`src/rtl/datapath_if.sv`:
```
// Control-word and status bundle between the controller and the execution datapath.
// master = controller side, slave = datapath side.
interface datapath_if #(
  parameter int DATA_W = 16,
  parameter int ADDR_W = 8,
  parameter int RF_AW  = 4
);
  logic [ADDR_W-1:0] d_addr;
  logic              d_wr;
  logic              rf_s;
  logic [RF_AW-1:0]  rf_w_addr;
  logic              rf_w_wr;
  logic [RF_AW-1:0]  rf_ra_addr;
  logic              rf_ra_rd;
  logic [RF_AW-1:0]  rf_rb_addr;
  logic              rf_rb_rd;
  logic [2:0]        alu_s0;
  logic              init_wr;
  logic [ADDR_W-1:0] init_addr;
  logic [DATA_W-1:0] init_data;
  logic [DATA_W-1:0] ra_data;
  logic [DATA_W-1:0] rb_data;
  logic [DATA_W-1:0] alu_out;
  logic [DATA_W-1:0] mem_q;
  logic              flag_z;
  logic              flag_c;

  modport master (
    output d_addr, d_wr, rf_s, rf_w_addr, rf_w_wr, rf_ra_addr, rf_ra_rd,
           rf_rb_addr, rf_rb_rd, alu_s0, init_wr, init_addr, init_data,
    input  ra_data, rb_data, alu_out, mem_q, flag_z, flag_c
  );

  modport slave (
    input  d_addr, d_wr, rf_s, rf_w_addr, rf_w_wr, rf_ra_addr, rf_ra_rd,
           rf_rb_addr, rf_rb_rd, alu_s0, init_wr, init_addr, init_data,
    output ra_data, rb_data, alu_out, mem_q, flag_z, flag_c
  );
endinterface

```
`src/rtl/datapath.sv`:
```
// Execution datapath: 16-entry register file, synchronous data memory with preload,
// 8-op ALU, write-back mux and registered Z/C flags.
module datapath #(
  parameter int DATA_W = 16,
  parameter int ADDR_W = 8,
  parameter int RF_AW  = 4
) (
  input  logic       clock,
  input  logic       reset,
  datapath_if.slave  bus
);
  localparam int unsigned NREG = 2 ** RF_AW;
  localparam int unsigned NMEM = 2 ** ADDR_W;

  logic [DATA_W-1:0] regs [NREG];
  logic [DATA_W-1:0] mem  [NMEM];
  logic [DATA_W-1:0] mem_q;
  logic              flag_z;
  logic              flag_c;

  logic [DATA_W-1:0] a;
  logic [DATA_W-1:0] b;
  logic [DATA_W-1:0] alu_res;
  logic              alu_carry;
  logic [DATA_W:0]   sum;
  logic [DATA_W-1:0] wb;

  assign a = bus.rf_ra_rd ? regs[bus.rf_ra_addr] : '0;
  assign b = bus.rf_rb_rd ? regs[bus.rf_rb_addr] : '0;

  always_comb begin
    sum       = '0;
    alu_res   = '0;
    alu_carry = 1'b0;
    case (bus.alu_s0)
      3'd0: alu_res = a;
      3'd1: begin
        sum       = {1'b0, a} + {1'b0, b};
        alu_res   = sum[DATA_W-1:0];
        alu_carry = sum[DATA_W];
      end
      3'd2: begin
        alu_res   = a - b;
        alu_carry = (a < b);
      end
      3'd3: alu_res = a & b;
      3'd4: alu_res = a | b;
      3'd5: alu_res = a ^ b;
      3'd6: alu_res = ~a;
      default: begin
        sum       = {1'b0, a} + {{DATA_W{1'b0}}, 1'b1};
        alu_res   = sum[DATA_W-1:0];
        alu_carry = sum[DATA_W];
      end
    endcase
  end

  assign wb = bus.rf_s ? mem_q : alu_res;

  // Register file, read register and flags; reads see pre-edge contents (no bypass).
  always_ff @(posedge clock) begin
    if (reset) begin
      for (int unsigned i = 0; i < NREG; i++) regs[i] <= '0;
      mem_q  <= '0;
      flag_z <= 1'b0;
      flag_c <= 1'b0;
    end else begin
      mem_q <= mem[bus.d_addr];
      if (bus.rf_w_wr) begin
        regs[bus.rf_w_addr] <= wb;
        if (!bus.rf_s) begin
          flag_z <= (alu_res == '0);
          flag_c <= alu_carry;
        end
      end
    end
  end

  // Memory contents survive reset, but no write lands while reset is asserted.
  always_ff @(posedge clock) begin
    if (!reset) begin
      if (bus.init_wr)   mem[bus.init_addr] <= bus.init_data;
      else if (bus.d_wr) mem[bus.d_addr]    <= a;
    end
  end

  assign bus.ra_data = a;
  assign bus.rb_data = b;
  assign bus.alu_out = alu_res;
  assign bus.mem_q   = mem_q;
  assign bus.flag_z  = flag_z;
  assign bus.flag_c  = flag_c;
endmodule

```
`src/flat_wrapper.sv`:
```
// flat-port wrapper written by rule: the top's interface ports become plain ports
module datapath_flat 
#(
  parameter int DATA_W = 16,
  parameter int ADDR_W = 8,
  parameter int RF_AW  = 4
)
  (clock, reset, bus_d_addr, bus_d_wr, bus_rf_s, bus_rf_w_addr, bus_rf_w_wr, bus_rf_ra_addr, bus_rf_ra_rd, bus_rf_rb_addr, bus_rf_rb_rd, bus_alu_s0, bus_init_wr, bus_init_addr, bus_init_data, bus_ra_data, bus_rb_data, bus_alu_out, bus_mem_q, bus_flag_z, bus_flag_c);
  datapath_if #(.DATA_W(DATA_W), .ADDR_W(ADDR_W), .RF_AW(RF_AW)) bus_i ();
  input  logic clock;
  input  logic reset;
  input wire logic [$bits(bus_i.d_addr)-1:0] bus_d_addr;
  input wire logic [$bits(bus_i.d_wr)-1:0] bus_d_wr;
  input wire logic [$bits(bus_i.rf_s)-1:0] bus_rf_s;
  input wire logic [$bits(bus_i.rf_w_addr)-1:0] bus_rf_w_addr;
  input wire logic [$bits(bus_i.rf_w_wr)-1:0] bus_rf_w_wr;
  input wire logic [$bits(bus_i.rf_ra_addr)-1:0] bus_rf_ra_addr;
  input wire logic [$bits(bus_i.rf_ra_rd)-1:0] bus_rf_ra_rd;
  input wire logic [$bits(bus_i.rf_rb_addr)-1:0] bus_rf_rb_addr;
  input wire logic [$bits(bus_i.rf_rb_rd)-1:0] bus_rf_rb_rd;
  input wire logic [$bits(bus_i.alu_s0)-1:0] bus_alu_s0;
  input wire logic [$bits(bus_i.init_wr)-1:0] bus_init_wr;
  input wire logic [$bits(bus_i.init_addr)-1:0] bus_init_addr;
  input wire logic [$bits(bus_i.init_data)-1:0] bus_init_data;
  output wire logic [$bits(bus_i.ra_data)-1:0] bus_ra_data;
  output wire logic [$bits(bus_i.rb_data)-1:0] bus_rb_data;
  output wire logic [$bits(bus_i.alu_out)-1:0] bus_alu_out;
  output wire logic [$bits(bus_i.mem_q)-1:0] bus_mem_q;
  output wire logic [$bits(bus_i.flag_z)-1:0] bus_flag_z;
  output wire logic [$bits(bus_i.flag_c)-1:0] bus_flag_c;
  assign bus_i.d_addr = bus_d_addr;
  assign bus_i.d_wr = bus_d_wr;
  assign bus_i.rf_s = bus_rf_s;
  assign bus_i.rf_w_addr = bus_rf_w_addr;
  assign bus_i.rf_w_wr = bus_rf_w_wr;
  assign bus_i.rf_ra_addr = bus_rf_ra_addr;
  assign bus_i.rf_ra_rd = bus_rf_ra_rd;
  assign bus_i.rf_rb_addr = bus_rf_rb_addr;
  assign bus_i.rf_rb_rd = bus_rf_rb_rd;
  assign bus_i.alu_s0 = bus_alu_s0;
  assign bus_i.init_wr = bus_init_wr;
  assign bus_i.init_addr = bus_init_addr;
  assign bus_i.init_data = bus_init_data;
  assign bus_ra_data = bus_i.ra_data;
  assign bus_rb_data = bus_i.rb_data;
  assign bus_alu_out = bus_i.alu_out;
  assign bus_mem_q = bus_i.mem_q;
  assign bus_flag_z = bus_i.flag_z;
  assign bus_flag_c = bus_i.flag_c;
  datapath #(.DATA_W(DATA_W), .ADDR_W(ADDR_W), .RF_AW(RF_AW)) u_core (.clock(clock), .reset(reset), .bus(bus_i));
endmodule
```
`config.mk`:
```
export PLATFORM = sky130hd
export DESIGN_NAME = datapath_flat
export DESIGN_NICKNAME = d
export VERILOG_FILES = /design/src/rtl/datapath_if.sv /design/src/rtl/datapath.sv /design/src/flat_wrapper.sv
export SDC_FILE = /design/constraint.sdc
export NUM_CORES = 2
export LEC_CHECK = 0
export CORE_MARGIN = 4
export CORE_UTILIZATION = 40
export DETAILED_ROUTE_END_ITERATION = 8
export GPL_ROUTABILITY_DRIVEN = 1
export PLACE_DENSITY = 0.58
export SKIP_LAST_GASP = 1
export SYNTH_ARGS = -nofsm -noshare
export SYNTH_HDL_FRONTEND = slang
export SYNTH_MEMORY_MAX_BITS = 65536
export SYNTH_SLANG_ARGS = --single-unit
export TNS_END_PERCENT = 10
```
`constraint.sdc`:
```
create_clock -name clock -period 22 [get_ports clock]
set_input_delay 3.3 -clock clock [delete_from_list [all_inputs] [get_ports clock]]
set_output_delay 3.3 -clock clock [all_outputs]
set_load 0.02 [all_outputs]
```
==> impl_metrics.toml <==
[clock_tree]
clkTransAtPathRegs_ns = 0.06
hold_buffers = 0
htreeDepth = 5
cts_tree = "done"
numCtsBuffers = 442
clock_latency_ns = 1.03
cts_setup_buffers = 0
cts_resized = 0
clockRootBuffer = "clkbuf_16"
clkSinkCount = 4370
clockBufferDepth = 4

[timing]
min_period_over_period_pct = 58.8
finalSetupTns_ns = 0
timing.fmax_mhz = 77.2
max_slew_margin_pct = 15.8
hold_viol_final = 0
slew_violations = 0
tightest_slew_ns = 1.26
period_needed_ns = 12.95
setup_ws_ns = 9.05
setup_viol = 0
grt_setup_unrepaired = "no"
skew_ns = 0.109

[final_layout]
fin_cells = 14400
mostFrequentLayoutCells = "4352 x edfxtp_1, 1462 x mux4_2, 557 x nor2_1"
drive_gt1_share_pct = 30.3
syn2layout_area_growth_pct = 14.1
fin_util_pct = 45.8
nNetsFinal = 8357
final_common_cell = "edfxtp_1"

[detailed_routing]
postRouteAntennaNets = 0
wire_per_inst_um = 31.4
via_per_inst = 5.79
drt_pass1_iterations = 5
finalWirelength_um = 452000
dr.first_iter.drc_count = 9871
vias = 83300
drc = 0

[critical_path]
path_max_fanout = 37
arrival_ns = 9.65
end_kind = "primary output"
worstSetupPathType = "input port to primary output"
crit_required_ns = 18.70
start_kind = "input port"

[placed_design]
dpl.hpwl_um = 271000
placedCellCount = 13500
pre_cts_slack_ns = 9.10
io_buffer_count = 120
gp_congestion = 0.873

[synthesis]
async_reset_ff_share_pct = 0
synthDistinctLibCells = 92
synth_edf_count = 4352
syn_area_sq_um = 174000
syn_inst = 7728
ys_warn_count = 0
synth.avg_cell_area_sq_um = 22.5
ys_seq_area_share_pct = 75.2
syn_nets = 7830
ys.flop_type = "edfxtp_1"
ys_seq_elements = 4370

[pwr]
p_per_area_nw_per_um2 = 90.1
leakagePower_nw = 62.1
total_power_mw = 17.9
vdd_ir_drop_max_mv = 0.0692

[global_route]
grt_first_pass_wirelength_um = 644000
antenna_found_initial = 36
grtUsageTotal_pct = 20.1
globalRouteOverflowTotal = 0
grt_max_degree = 257
grt_pass1_vias = 84300

[floorplanning]
fp.dieW_um = 668
num_io_pins = 121
die_y_um = 668
core_area_sq_um = 434000
rows = 242
initial_core_util_pct = 40.1
fp.dieArea_sq_um = 446000

[run_status]
status = "complete, no violations"

[flow_run]
maxCapViolCount = 0

[worst_hold_path]
hp-class = "flop to flop"
## worst paths after layout
| path | startpoint | to | slack [ns] | cells after the start |
|---|---|---|---|---|
| hold reg to reg | u_core.bus.flag_c | u_core.bus.flag_c | 0.52 | 2 |
| setup / recovery | bus_rf_rb_addr[0] | bus_alu_out[10] | 9.05 | 15 |
| hold / removal | u_core.bus.flag_c | u_core.bus.flag_c | 0.52 | 2 |
| setup reg to reg | u_core.regs[11][4] | u_core.regs[9][14] | 16.31 | 16 |
## flip-flops by register name, summed over array words and instances (netlist names)
name / cells
u_core.regs: 256
u_core.mem: 4096
u_core.bus.flag_c: 1
u_core.bus.flag_z: 1
u_core.bus.mem_q: 16
## per-layer routing
layer  track usage (%)  part of all wire, %  vias to the layer above
li1                  -                    -                    33900
met1              28.9                   42                    45300
met2              31.7                   48                     3341
met3              3.25                  6.9                      702
met4              5.98                  3.2                        8
met5                 0                0.013                        -
## critical path, cell delays in order
cell	delay, ns
buf_4	0.19
buf_4	0.65
buf_4	0.64
mux4_2	0.57
mux2_2	0.28
o211ai_1	0.56
ha_1	0.45
o21ai_0	0.22
o21a_1	0.26
o41ai_1	0.54
xnor2_1	0.18
o21ai_0	0.09
a2111oi_0	0.58
o311ai_0	0.43
clkdlybuf4s50_1	0.65
## area by class of cell
type,instances,area [sq um]
inverter,58,219
fill,35800,236000
multi-input combinational,2834,41200
antenna,18,45.0
sequential,4370,131000
timing repair buffer,549,4670
clock buffer,531,11400
tap,5734,7170
clock inverter,290,2930
## cell usage after synthesis (4+ instances only)
library cell | instances | area, sq um
clkbuf_1 | 300 | 1130
o21bai_1 | 6 | 45.0
o2111ai_1 | 6 | 52.6
mux4_2 | 1462 | 32900
mux2_2 | 23 | 259
and3_1 | 7 | 43.8
nor2b_1 | 35 | 219
o221ai_1 | 5 | 43.8
a22o_1 | 5 | 43.8
edfxtp_1 | 4352 | 131000
buf_12 | 5 | 100
nand2b_1 | 31 | 194
dfxtp_1 | 18 | 360
or3_1 | 12 | 75.1
o31ai_1 | 8 | 60.1
nor2_1 | 559 | 2100
o22ai_1 | 12 | 75.1
buf_6 | 6 | 67.6
a22oi_1 | 20 | 150
a211oi_1 | 8 | 60.1
inv_1 | 55 | 206
nor4_1 | 6 | 37.5
nor3b_1 | 6 | 45.0
a31oi_1 | 10 | 62.6
a21o_1 | 8 | 60.1
o21a_1 | 9 | 67.6
mux4_1 | 8 | 210
a32o_1 | 4 | 40.0
xnor2_1 | 16 | 140
nand3_1 | 35 | 175
ha_1 | 46 | 576
a221oi_1 | 5 | 43.8
nor3_1 | 36 | 180
o211ai_1 | 15 | 113
nand2_1 | 143 | 537
buf_2 | 20 | 100
a21oi_1 | 49 | 245
buf_1 | 130 | 488
o21ai_0 | 46 | 230
a2bb2oi_1 | 5 | 43.8
and2_1 | 11 | 68.8
nand3b_1 | 16 | 120
mux2i_1 | 92 | 921
## cell families (layout without fill, tap and decap cells)
| kind of cell | Yosys count | in the layout | synth area share (%) |
|---|---|---|---|
| simple gates | 920 | 920 | 2.29 |
| buf+inv | 524 | 1428 | 1.24 |
| other cells | 0 | 18 | 0 |
| xor+xnor | 18 | 18 | 0.0905 |
| flops | 4370 | 4370 | 75.2 |
| mux | 1587 | 1587 | 19.7 |
| fa+ha+maj | 47 | 47 | 0.342 |
| compound gates | 262 | 262 | 1.08 |
## metrics by stage
stage | cell area (sq um) | hold WS [ns]
floorplan | 174000 | 0.568
global placement | 184000 | 0.520
detailed placement | 184000 | 0.512
CTS | 199000 | 0.520
global route | 199000 | 0.569
finish | 199000 | 0.523
## report_power, final
| part | internal [mW] | switching [mW] | leakage, nW |
|---|---|---|---|
| clock | 4.22 | 3.19 | 6.99 |
| combinational | 0.435 | 0.775 | 15.4 |
| sequential | 9.25 | 0.0280 | 39.7 |
| total | 13.9 | 4.00 | 62.1 |
Power figures use the tool's default switching activity.
